## config.mk

```make
export PLATFORM = sky130hd
export DESIGN_NAME = peripheral_unit_flat
export DESIGN_NICKNAME = d
export VERILOG_FILES = /design/src/rtl/peripheral_pkg.sv /design/src/rtl/peripheral_if.sv /design/src/rtl/peripheral_unit_timer_core.sv /design/src/rtl/peripheral_unit.sv /design/src/flat_wrapper.sv
export SDC_FILE = /design/constraint.sdc
export NUM_CORES = 1
export LEC_CHECK = 0
export ABC_AREA = 1
export CAP_MARGIN = 20
export CORE_ASPECT_RATIO = 1.4
export CORE_MARGIN = 1.5
export CORE_UTILIZATION = 24
export DETAILED_ROUTE_END_ITERATION = 16
export SLEW_MARGIN = 25
export SYNTH_ARGS = -nofsm -noshare
export SYNTH_HDL_FRONTEND = slang
export SYNTH_SLANG_ARGS = --single-unit
export TNS_END_PERCENT = 1
```

## constraint.sdc

```tcl
create_clock -name clk -period 6.3 [get_ports clk]
set_input_delay 0.945 -clock clk [delete_from_list [all_inputs] [get_ports clk]]
set_output_delay 0.945 -clock clk [all_outputs]
set_load 0.05 [all_outputs]
```

## src/rtl/peripheral_pkg.sv

```systemverilog
// Shared definitions for the memory-mapped peripheral block: register
// offsets within the 32-byte window, TCON bit positions and the default
// base address.
package peripheral_pkg;

  localparam logic [31:0] DEFAULT_BASE_ADDR = 32'h4000_0000;

  // Byte offsets from the base address (word aligned).
  localparam logic [4:0] TH_OFF      = 5'h00;
  localparam logic [4:0] TL_OFF      = 5'h04;
  localparam logic [4:0] TCON_OFF    = 5'h08;
  localparam logic [4:0] LED_OFF     = 5'h0C;
  localparam logic [4:0] DIGI_OFF    = 5'h10;
  localparam logic [4:0] SYSTICK_OFF = 5'h14;

  // TCON bit indices.
  localparam int TCON_EN = 0;
  localparam int TCON_IE = 1;
  localparam int TCON_IS = 2;

endpackage

```

## src/rtl/peripheral_if.sv

```systemverilog
// MEM-stage data bus as seen by the peripheral block. The CPU side is the
// master; the peripheral decodes and answers as the slave.
interface peripheral_if;

  logic        MemRead;
  logic        MemWrite;
  logic [31:0] Address;
  logic [31:0] Write_data;
  logic [31:0] Read_data;
  logic        Sel;

  modport master (
    output MemRead, MemWrite, Address, Write_data,
    input  Read_data, Sel
  );

  modport slave (
    input  MemRead, MemWrite, Address, Write_data,
    output Read_data, Sel
  );

endinterface

```

## src/rtl/peripheral_unit_timer_core.sv

```systemverilog
// Reloadable 32-bit timer: TH (reload), TL (counter) and TCON (EN/IE/IS).
// A bus write to TL suppresses that cycle's count step entirely, including
// any IS set; a bus write to TCON overrides an IS set by overflow.
module timer_core
  import peripheral_pkg::*;
(
  input  logic        clk,
  input  logic        reset,
  input  logic        wr_th,
  input  logic        wr_tl,
  input  logic        wr_tcon,
  input  logic [31:0] wdata,
  output logic [31:0] th,
  output logic [31:0] tl,
  output logic [2:0]  tcon,
  output logic        irq
);

  logic [31:0] th_q, th_d;
  logic [31:0] tl_q, tl_d;
  logic [2:0]  tcon_q, tcon_d;

  // Next-state: writes, count/reload step and sticky interrupt status.
  always_comb begin
    th_d   = wr_th ? wdata : th_q;
    tl_d   = tl_q;
    tcon_d = tcon_q;
    if (wr_tl) begin
      tl_d = wdata;
    end else if (tcon_q[TCON_EN]) begin
      if (tl_q == 32'hFFFF_FFFF) begin
        // Reload uses the TH value held before this edge.
        tl_d = th_q;
        if (tcon_q[TCON_IE]) tcon_d[TCON_IS] = 1'b1;
      end else begin
        tl_d = tl_q + 32'd1;
      end
    end
    if (wr_tcon) tcon_d = wdata[2:0];
  end

  // Timer state registers, cleared asynchronously.
  always_ff @(posedge clk or posedge reset) begin
    if (reset) begin
      th_q   <= '0;
      tl_q   <= '0;
      tcon_q <= '0;
    end else begin
      th_q   <= th_d;
      tl_q   <= tl_d;
      tcon_q <= tcon_d;
    end
  end

  assign th   = th_q;
  assign tl   = tl_q;
  assign tcon = tcon_q;
  assign irq  = tcon_q[TCON_IE] & tcon_q[TCON_IS];

endmodule

```

## src/rtl/peripheral_unit.sv

```systemverilog
// Memory-mapped peripheral block on the MEM-stage data bus: address decode,
// combinational read mux, LED and digit registers, timer instance and an
// optional free-running tick counter built when PERIPHERAL_SYSTICK_EN is
// defined (otherwise offset 0x14 reads 0 and ignores writes).
module peripheral_unit
  import peripheral_pkg::*;
#(
  parameter logic [31:0] BASE_ADDR = DEFAULT_BASE_ADDR
) (
  input  logic                clk,
  input  logic                reset,
  peripheral_if.slave         bus,
  output logic                IRQ,
  output logic [7:0]          led,
  output logic [11:0]         digi
);

  logic        sel;
  logic        wr;
  logic [4:0]  off;
  logic [31:0] th, tl;
  logic [2:0]  tcon;
  logic [7:0]  led_q, led_d;
  logic [11:0] digi_q, digi_d;
  logic [31:0] rdata;
  logic        unused_addr_lsb;

  assign sel             = (bus.Address[31:5] == BASE_ADDR[31:5]);
  assign wr              = bus.MemWrite & sel;
  assign off             = {bus.Address[4:2], 2'b00};
  assign unused_addr_lsb = ^bus.Address[1:0];

  timer_core u_timer (
    .clk     (clk),
    .reset   (reset),
    .wr_th   (wr && (off == TH_OFF)),
    .wr_tl   (wr && (off == TL_OFF)),
    .wr_tcon (wr && (off == TCON_OFF)),
    .wdata   (bus.Write_data),
    .th      (th),
    .tl      (tl),
    .tcon    (tcon),
    .irq     (IRQ)
  );

  // LED and digit register write ports.
  always_comb begin
    led_d  = (wr && (off == LED_OFF))  ? bus.Write_data[7:0]  : led_q;
    digi_d = (wr && (off == DIGI_OFF)) ? bus.Write_data[11:0] : digi_q;
  end

  // LED and digit registers, cleared asynchronously.
  always_ff @(posedge clk or posedge reset) begin
    if (reset) begin
      led_q  <= '0;
      digi_q <= '0;
    end else begin
      led_q  <= led_d;
      digi_q <= digi_d;
    end
  end

`ifdef PERIPHERAL_SYSTICK_EN
  logic [31:0] tick_q, tick_d;

  // Free-running tick: a bus write loads, otherwise increment with wrap.
  always_comb begin
    tick_d = (wr && (off == SYSTICK_OFF)) ? bus.Write_data : tick_q + 32'd1;
  end

  // Tick counter register, cleared asynchronously.
  always_ff @(posedge clk or posedge reset) begin
    if (reset) tick_q <= '0;
    else       tick_q <= tick_d;
  end
`endif

  // Read mux: zero unless a read hits the window.
  always_comb begin
    rdata = '0;
    if (bus.MemRead && sel) begin
      case (off)
        TH_OFF:      rdata = th;
        TL_OFF:      rdata = tl;
        TCON_OFF:    rdata = {29'd0, tcon};
        LED_OFF:     rdata = {24'd0, led_q};
        DIGI_OFF:    rdata = {20'd0, digi_q};
`ifdef PERIPHERAL_SYSTICK_EN
        SYSTICK_OFF: rdata = tick_q;
`endif
        default:     rdata = '0;
      endcase
    end
  end

  assign bus.Read_data = rdata;
  assign bus.Sel       = sel;
  assign led           = led_q;
  assign digi          = digi_q;

endmodule

```

## src/flat_wrapper.sv

```systemverilog
// flat-port wrapper written by rule: the top's interface ports become plain ports
module peripheral_unit_flat import peripheral_pkg::*;
#(
  parameter logic [31:0] BASE_ADDR = DEFAULT_BASE_ADDR
)
  (clk, reset, IRQ, led, digi, bus_MemRead, bus_MemWrite, bus_Address, bus_Write_data, bus_Read_data, bus_Sel);
  peripheral_if bus_i ();
  input  logic clk;
  input  logic reset;
  output logic IRQ;
  output logic [7:0] led;
  output logic [11:0] digi;
  input wire logic [$bits(bus_i.MemRead)-1:0] bus_MemRead;
  input wire logic [$bits(bus_i.MemWrite)-1:0] bus_MemWrite;
  input wire logic [$bits(bus_i.Address)-1:0] bus_Address;
  input wire logic [$bits(bus_i.Write_data)-1:0] bus_Write_data;
  output wire logic [$bits(bus_i.Read_data)-1:0] bus_Read_data;
  output wire logic [$bits(bus_i.Sel)-1:0] bus_Sel;
  assign bus_i.MemRead = bus_MemRead;
  assign bus_i.MemWrite = bus_MemWrite;
  assign bus_i.Address = bus_Address;
  assign bus_i.Write_data = bus_Write_data;
  assign bus_Read_data = bus_i.Read_data;
  assign bus_Sel = bus_i.Sel;
  peripheral_unit #(.BASE_ADDR(BASE_ADDR)) u_core (.clk(clk), .reset(reset), .bus(bus_i), .IRQ(IRQ), .led(led), .digi(digi));
endmodule
```

* Yosys cells after proc, flatten, opt, wreduce, memory -nomap -nowiden
Index checks and enable logic that the tools add are counted.
Operators by class: eq/ne operators 7, bitwise logic cells 2, muxes and demuxes 10, reductions and logical operators 12, add/subtract/negate cells 1
Operators with widths (count):
- $pmux 32 s5 | 1
- $mux 32 | 4
- $add 32x1->32 const B | 1
- $eq 32x32->1 const B | 1
- $eq 27x26->1 const B | 1
- $reduce_bool 2->1 | 4
- $eq 3x2->1 const B | 2
- $logic_and 1x1->1 | 6
- $logic_not 5->1 | 1
- $mux 1 | 4
- $reduce_and 4->1 | 1
- $eq 3x1->1 const B | 1
- $eq 3x3->1 const B | 1
- $mux 3 | 1
- $and 1x1->1 | 2
- $ne 2x1->1 const B | 1
Storage, ports and cells: input port bits 68, bits in registers 87, logic and storage cells 38, output and inout port bits 54

* Longest topological paths before layout
Gate-level depths: netlist of the first run.
word-level depth 5, gate-level depth with buffers 11, depth with buffers taken out 11

* By module
From an unflattened synthesis of the first run, not the netlist that was laid out.
Unflattened totals: cells, all modules 860, area, all modules 5894.4 um^2
Modules (own cells, without submodules):
- timer_core | area an instance 4106.4 um^2, cells each 580, times used 1, seq. area each 1676.6 um^2
- peripheral_unit | area an instance 1788.0 um^2, cells each 280, times used 1, seq. area each 500.5 um^2

* Worst setup path before layout of the first run
No wires, ideal clock.
path kind in2out, from in bus_Address[28], to out bus_Read_data[11], stages on the path 8, arrival 2.595 ns, required time 5.355 ns, buffers on the path 1, setup slack 2.760 ns, path through nor2_1 > nand2_1 > nor2_1 > nand2_1 > nor2_4 > o211ai_1 > clkbuf_1 > a31oi_1
Between the ends: longest elaborated chain between the ends 3
RTL lines:
- start, declared | line flat_wrapper.sv:15 | input wire logic [$bits(bus_i.Address)-1:0] bus_Address;
- $eq 27x26->1 | line peripheral_unit.sv:28 | assign sel = (bus.Address[31:5] == BASE_ADDR[31:5]);
- $logic_and 1x1->1 | line peripheral_unit.sv:81 | if (bus.MemRead && sel) begin
- $mux 32 | line peripheral_unit.sv:81
- end, declared | line flat_wrapper.sv:17 | output wire logic [$bits(bus_i.Read_data)-1:0] bus_Read_data;
No other way between the ends.

* Worst setup path after layout of the first run
from in bus_Address[3], to out bus_Read_data[26]
Between the ends: longest elaborated chain between the ends 3, elaborated cells between the ends (all ways) 7, classes of those cells eq/ne (4); mux (2); reduce/logical (1)
RTL lines:
- $eq 3x3->1 (tied with other cells) | line peripheral_unit.sv:82 | case (off)
- $pmux 32 s5 (*) | line peripheral_unit.sv:82
- $mux 32 (*) | line peripheral_unit.sv:81
Mark *: on every way between the ends. The rest lies on a longest branch, timed or not.

==> impl_metrics.ini, run 1 <==
[logic_synthesis]
yosysMostFrequentCell = nand2_1
ys_warn_count = 0
avgSynthCellArea_um2 = 6.54
synth_area_leaders = dfrtp_1, nand2_1, nand3_1, inv_1, o21ai_0
synthFlopType = dfrtp_1
async_flop_share_pct = 100
netlist.area_leader.share_pct = 38.4
synthesis.area_um2 = 5670
ys_seq_elements = 87
netlist-cell-type-count = 31
yosys.area.top_type = dfrtp_1
seq_area_frac_synth_pct = 38.4
synth-edff-count = 0
synth.top_cells.by_count = nand2_1, nand3_1, dfrtp_1, inv_1, nor2_1
synth_nets = 936
syn_inst = 867

[global_route]
grt_pass1_wl_um = 31000
grt_overflow = 0
antenna_found_initial = 0
grt_start_max_net_pins = 61
grt_pass1_vias = 5862
grt_usage_pct = 16.0

[floorplanning]
floorplan.initialDensity_pct = 24.4
die_h_um = 185
die_w_um = 133
std_cell_rows = 66
core_um2 = 23200
dieArea_um2 = 24600
ios = 122

[critical_path]
cpMaxStageDelayCell = clkdlybuf4s50_1
crit_buf_inv = 4
crit_path_start_kind = input port
critPathMaxFanout = 24
slowest_delay_ns = 0.86
setup.worst_path.class = in -> out
r2r_start = u_core.u_timer.tl[1]
cp_cell_sequence = clkdlybuf4s50_1, nor2_1, nand2_1, inv_1, buf_4, nand2_1, a21oi_1, clkdlybuf4s50_1
critPathTopFamily = buffers and inverters
worst-endpoint-required_ns = 5.35
startpoint = bus_Address[3]
crit_path_end_kind = output port
crit_arrival_ns = 3.79

[route]
routed_wl_um = 19300
drc = 0
drt_iter0_markers = 345
dr.pass1.iters = 5
vias_per_cell = 4.69
vias = 5973
wl_per_cell_um = 15.1
postRouteAntennaNets = 0

[layout]
post-route-util_pct = 32.0
n_antenna_cell = 0
drive_gt1_share_pct = 4.03
final_nets = 1033
stdcell_count = 1274
syn_to_final_growth_pct = 31.1

[placed_design]
pre_cts_slack_ns = 1.58
dpl.hpwl_um = 14100
port_buffers = 119
gp_congestion = 0.905
placed_cells = 1259

[worst_hold_path]
hold_path_class = reg -> reg
worstHoldStart = u_core.u_timer.tcon[1]

[clock_tree]
postCtsSetupBuffers = 0
ctsResizeCount = 0
path_clk_slew_ns = 0.07
cts_buffers = 9
htreeDepth = 3
cts.sinks = 87
clock_latency_ns = 0.34
clockBufferDepth = 2
cts_root_buf = clkbuf_16
cts_hold_buf = 0
cts_tree = built

[sta]
finalHoldViolCount = 0
holdWs_ns = 0.516
skew_ns = 0.00857
setup_slack_ns = 1.56
min_period_ns = 4.74
slew_headroom_pct = 35.1
rsz0062_at_grt = false
setup_viol = 0
worst_slew_pin_slew_ns = 0.970
slew_violations = 0
max_freq_mhz = 211
fin_crit_sh_pct = 75.2
finalSetupTns_ns = 0

[pwr]
p_leak_uw = 0.00308
peakVddDrop_mv = 0.0979
power_density_nw_per_um2 = 160

[status]
status = finished, final reports clean

[flow_run]
drv_cap = 0
-- flip-flops by register name, indices dropped and copies added, names as in the netlist --
name	flops
u_core.digi	12
u_core.led	8
u_core.u_timer.tl	32
u_core.u_timer.th	32
u_core.u_timer.tcon	3
-- metal layers --
metal	global-route usage, %	wire length, um	vias to the layer above
met5	0	0	-
met4	5.85	527	0
met3	2.41	807	35
met2	30.4	10100	165
met1	17.9	7820	2783
li1	-	-	2990
-- worst reg2reg max path, stage by stage, from the launching register on --
cell and delay (ns):
dfrtp_1 0.43, ha_1 0.30, inv_1 0.08, nor2_1 0.14, nand2_2 0.12, nor2_4 0.32, nand3_1 0.32, nand3_1 0.23
nand4_1 0.10, nand2_1 0.10
-- cell type report --
type	instances	area (um^2)
Clock buffer	10	239
Fill cell	2494	15800
Timing Repair Buffer	126	1260
Clock inverter	5	58.8
Tap cell	306	383
Inverter	85	320
Multi-Input combinational cell	655	2990
Sequential cell	87	2180
-- through the flow --
step | total power [uW] | instance area [um^2]
after floorplan | 593 | 5670
after global placement | 652 | 7110
after detailed placement | 652 | 7130
after CTS | 1200 | 7430
after global routing | 1230 | 7430
final | 1190 | 7430
-- power by group --
part	switching (uW)	internal [uW]
Sequential	0.0000279	558
Combinational	41.9	40.7
Clock	231	316
-- layout by cell type, fill, tap and decap left out, types with 9 or more instances in the layout --
cell type,count
a21oi_1,27
clkbuf_16,9
clkdlybuf4s50_1,119
dfrtp_1,87
inv_1,82
nand2_1,306
nand3_1,106
nand3b_1,9
nand4_1,17
nor2_1,70
o21ai_0,62
o21ai_1,10
xnor2_1,9
-- cell families (layout without fill, tap and decap cells) --
kind of cell / count (synthesis) / count (layout) / synth area share (%)
flops: 87 / 87 / 38.4
compound gates: 117 / 117 / 11.1
simple gates: 525 / 525 / 39.5
fa+ha+maj: 1 / 1 / 0.221
xor+xnor: 12 / 12 / 1.85
buf+inv: 125 / 226 / 8.94
-- final timing paths --
| kind | end | slack (ns) | cells after the start |
|---|---|---|---|
| max | bus_Read_data[26] | 1.56 | 8 |
| min | u_core.u_timer.tcon[1] | 0.52 | 2 |
| max reg2reg | u_core.u_timer.tl[25] | 4.11 | 9 |
| min reg2reg | u_core.u_timer.tcon[1] | 0.52 | 2 |
| max in group asynchronous | u_core.digi[11] | 4.17 | 3 |
| min in group asynchronous | u_core.u_timer.tcon[1] | 0.94 | 2 |
No activity file was read; power rests on OpenSTA's default activity.
==> run 2: changes to the inputs <==
==> constraint.sdc (replaced) <==
create_clock -name clk -period 4 [get_ports clk]
set_input_delay 0.6 -clock clk [delete_from_list [all_inputs] [get_ports clk]]
set_output_delay 0.6 -clock clk [all_outputs]
set_load 0.05 [all_outputs]
==> run 2 against run 1 <==
Compared with the run above:
- final cell count rose by 0.47%
- via count is 0.94% higher
- worst setup slack got worse by 0.72 ns
- critical endpoint unchanged
- clock skew increased by 0.0019 ns
==> impl_metrics.ini, run 2 (same netlist as run 1, synthesis figures left out) <==
[route]
dr.pass1.iters = 5
postRouteAntennaNets = 0
vias = 6029
drt_iter0_markers = 357
vias_per_cell = 4.71
drc = 0
wl_per_cell_um = 15.2
routed_wl_um = 19400

[critical_path]
startpoint = bus_Address[3]
slowest_delay_ns = 0.49
path_common_cell = nand2_1
cpMaxStageDelayCell = clkdlybuf4s50_1
crit_arrival_ns = 2.56
reg2reg_setup_slack_ns = 1.85
crit_path_end_kind = output port
worst-endpoint-required_ns = 3.40
r2r_start = u_core.u_timer.tl[1]
critPathMaxFanout = 28
setup.worst_path.class = in -> out
cp_cell_sequence = clkdlybuf4s50_1, nor2_1, nand2_1, inv_2, nand2_1, a21oi_1, buf_12
crit_path_start_kind = input port

[floorplanning]
ios = 122
std_cell_rows = 66
dieArea_um2 = 24600
die_w_um = 133
floorplan.initialDensity_pct = 24.4
die_h_um = 185
core_um2 = 23200

[clock_tree]
cts_hold_buf = 0
cts_tree = built
clockBufferDepth = 2
cts_buffers = 9
postCtsSetupBuffers = 0
cts.sinks = 87
cts_root_buf = clkbuf_16
clock_latency_ns = 0.35
path_clk_slew_ns = 0.06
ctsResizeCount = 0
htreeDepth = 3

[pwr]
p_leak_uw = 0.00324
power_density_nw_per_um2 = 234
finalPower_uw = 1820
peakVddDrop_mv = 0.161

[layout]
n_antenna_cell = 0
final_common_cell = nand2_1
drive_gt1_share_pct = 7.80
stdcell_count = 1280
post-route-util_pct = 33.4
final_nets = 1038
layout_common_cells = nand2_1, nand3_1, clkdlybuf4s50_1, dfrtp_1, inv_1
syn_to_final_growth_pct = 36.9

[flow_run]
drv_cap = 0

[sta]
min_period_ns = 3.16
rsz0062_at_grt = false
setup_viol = 0
finalHoldViolCount = 0
slew_violations = 0
skew_ns = 0.0104
worst_slew_pin_slew_ns = 0.674
slew_headroom_pct = 55.1
fin_crit_sh_pct = 78.9
max_freq_mhz = 317
setup_slack_ns = 0.842
finalSetupTns_ns = 0

[global_route]
grt_usage_pct = 16.1
grt_start_max_net_pins = 49
grt_pass1_wl_um = 31000
grt_overflow = 0
grt_pass1_vias = 5944
antenna_found_initial = 1

[placed_design]
port_buffers = 119
gp_congestion = 0.939
placed_cells = 1264
pre_cts_slack_ns = 0.799
dpl.hpwl_um = 14200

[worst_hold_path]
hold_path_class = reg -> reg
worstHoldStart = u_core.digi[11]

[status]
status = finished, final reports clean
[run 2: worst max-delay path: cells and delay by family]
kind                   cells  cell delay (ns)
AOI/OAI and AO/OA          1             0.39
and+or+nand+nor            3             0.42
buffers and inverters      3             1.13
[run 2: per-layer routing]
metal	vias to the layer above	track usage (%)	share of wire, %
li1	3005	-	-
met1	2827	18.1	40
met2	164	30.4	53
met3	33	2.41	4.5
met4	0	6.11	2.5
met5	-	0	0
[run 2: path summary, 6_finish.rpt]
path,end,cells past startpoint
setup / recovery,bus_Read_data[26],7
hold / removal,u_core.digi[11],2
setup reg to reg,u_core.u_timer.tl[9],10
hold reg to reg,u_core.digi[11],2
max in group asynchronous,u_core.digi[11],3
min in group asynchronous,u_core.digi[2],2
[run 2: power by group]
group	internal (uW)	switching, uW
Combinational	65.2	65.5
Sequential	879	0.0000445
Clock	438	368
Total	1380	434
[run 2: layout make-up]
cell class	count	area [um^2]
Clock buffer	11	243
Sequential cell	87	2180
Multi-Input combinational cell	655	2990
Fill cell	2481	15400
Timing Repair Buffer	131	1610
Inverter	85	320
Tap cell	306	383
Clock inverter	5	33.8
[run 2: metrics by stage]
step                      hold slack (ns)  area [um^2]
after floorplan                     0.475         5670
after global placement              0.502         7480
after detailed placement            0.503         7480
after CTS                           0.521         7760
after global routing                0.543         7760
final                               0.515         7760
==> run 3: changes to the inputs <==
==> constraint.sdc (replaced) <==
create_clock -name clk -period 2.5 [get_ports clk]
set_input_delay 0.375 -clock clk [delete_from_list [all_inputs] [get_ports clk]]
set_output_delay 0.375 -clock clk [all_outputs]
set_load 0.05 [all_outputs]
==> run 3 against run 2 <==
Compared with the run above:
- first-iteration DRC count fell by 2.2%
- worst setup slack got worse by 0.78 ns
- hold slack got worse by 0.16 ns
- flip-flop and latch count did not move
- critical path type unchanged
- highest routed layer unchanged
- global-route usage rose by 0.74 points
- sequential share of layout area fell by 1.9 points
==> impl_metrics.ini, run 3 (same netlist as run 1, synthesis figures left out) <==
[clock_tree]
cts_buffers = 9
cts_tree = built
clockBufferDepth = 2
clock_latency_ns = 0.35
cts_root_buf = clkbuf_16
cts.sinks = 87
htreeDepth = 3
postCtsSetupBuffers = 0
path_clk_slew_ns = 0.07

[worst_hold_path]
hold_path_class = in -> async

[layout]
final_nets = 1084
multi_input_area_um2 = 3030
post-route-util_pct = 35.8
stdcell_area_um2 = 8310
layout_common_cells = nand2_1, nand3_1, dfrtp_1
drive_gt1_share_pct = 12.9
stdcell_count = 1326
regArea_um2 = 2180
n_antenna_cell = 0
syn_to_final_growth_pct = 46.7
nFillCells = 2449
final_common_cell = nand2_1

[critical_path]
crit_path_start_kind = input port
crit_arrival_ns = 2.06
crit_path_end_kind = output port
worst-endpoint-required_ns = 2.12
setup.worst_path.class = in -> out
critPathMaxFanout = 30

[placed_design]
port_buffers = 119
gp_congestion = 0.924
placed_cell_area_um2 = 7950
pre_cts_slack_ns = 0.00742
placed_cells = 1310
dpl.hpwl_um = 14900

[floorplanning]
die_w_um = 133
std_cell_rows = 66
die_h_um = 185
ios = 122
core_um2 = 23200
dieArea_um2 = 24600
floorplan.initialDensity_pct = 24.4

[pwr]
power_density_nw_per_um2 = 372
peakVddDrop_mv = 0.277
p_leak_uw = 0.00355
internal_power_uw = 2370
clockPowerShare_pct = 47.0
sequentialPowerShare_pct = 45.4
swShare_pct = 23.5
comb_power_share_pct = 7.6
power.switching_uw = 727

[global_route]
met2_usage_pct = 32.1
grt_start_max_net_pins = 45
grt_pass1_wl_um = 32500
grtUsageMet1_pct = 18.5
top_usage_layer = met2
grt_pass1_vias = 6316
use_met3_pct = 2.27
grt_usage_pct = 16.8
grt_overflow = 0
antenna_found_initial = 0

[sta]
min_period_ns = 2.44
finalHoldViolCount = 0
worst_slew_pin_slew_ns = 0.536
slew_headroom_pct = 64.2
setup_slack_ns = 0.0647
slew_violations = 0
max_freq_mhz = 411
rsz0062_at_grt = true
fin_crit_sh_pct = 97.4
skew_ns = 0.0120
holdWs_ns = 0.356
setup_viol = 0

[route]
routed_wl_um = 20000
drt_iter0_markers = 349
dr.pass1.iters = 5
drc = 0
wl_per_cell_um = 15.1
vias = 6139
postRouteAntennaNets = 0
vias_per_cell = 4.63

[status]
status = finished, final reports clean

[flow_run]
drv_cap = 0
[run 3: cell types whose count changed in the layout (fill, tap and decap cells not counted), sizes merged]
cell / previous run / this run
bufinv: 0 / 1
clkinv: 4 / 1
clkdlybuf4s50: 87 / 86
buf: 44 / 91
inv: 84 / 86
[run 3: repair_timing]
| action | 4_1_cts | 5_1_grt |
|---|---|---|
| endpoints found under the setup margin | 0 | 30 |
| gates resized for setup | 0 | 8 |
| hold buffers | 0 | 0 |
[run 3: stage by stage]
step / TNS (ns) / total power, uW
floorplan: 0 / 1490
global placement: 0 / 1670
detailed placement: 0 / 1670
CTS: 0 / 3120
global route: -1.76 / 3190
finish: 0 / 3100
[run 3: final timing paths]
kind | start | endpoint | slack [ns] | depth (start not counted)
setup / recovery | bus_Address[28] | bus_Read_data[23] | 0.06 | 11
hold / removal | reset | u_core.led[0] | 0.36 | 2
setup reg to reg | u_core.u_timer.tl[1] | u_core.u_timer.tl[0] | 0.45 | 10
hold reg to reg | u_core.u_timer.tcon[1] | u_core.u_timer.tcon[1] | 0.52 | 2
max in group asynchronous | reset | u_core.u_timer.tl[20] | 1.57 | 3
min in group clk | u_core.u_timer.tcon[1] | u_core.u_timer.tcon[1] | 0.52 | 2
[run 3: area by class of cell]
cell class	instances	area share, %
clock buffers	11	3.04
clock inverters	5	0.768
inverters	85	3.88
multi-input cells	655	36.5
flip-flops and latches	87	26.2
well taps	306	4.61
repair buffers	177	25.0
[run 3: power groups by stage]
| stage | clock network, uW | logic [uW] | registers (uW) |
|---|---|---|---|
| 2_1_floorplan | 0 | 60.4 | 1430 |
| 3_5_place_dp | 0 | 237 | 1430 |
| 5_1_grt | 1530 | 255 | 1410 |
| 6_report | 1450 | 235 | 1410 |
| 3_3_place_gp | 0 | 234 | 1430 |
| 4_1_cts | 1480 | 238 | 1410 |
[run 3: worst max-delay path, cell delays in order]
cell             delay [ns]
clkdlybuf4s50_1        0.40
nor2_1                 0.10
nand2_1                0.05
nor2_1                 0.11
nand2_1                0.09
nor2_4                 0.11
o211ai_1               0.15
buf_12                 0.22
a21oi_1                0.18
buf_4                  0.15
buf_12                 0.12
[run 3: layer usage]
metal  share of wire [%]  vias to the layer above  routed length, um
met5                   0                        -                  0
met4                 2.5                        0                508
met3                 3.9                       31                776
met2                  54                      143              10800
met1                  40                     2875               7930
li1                    -                     3090                  -
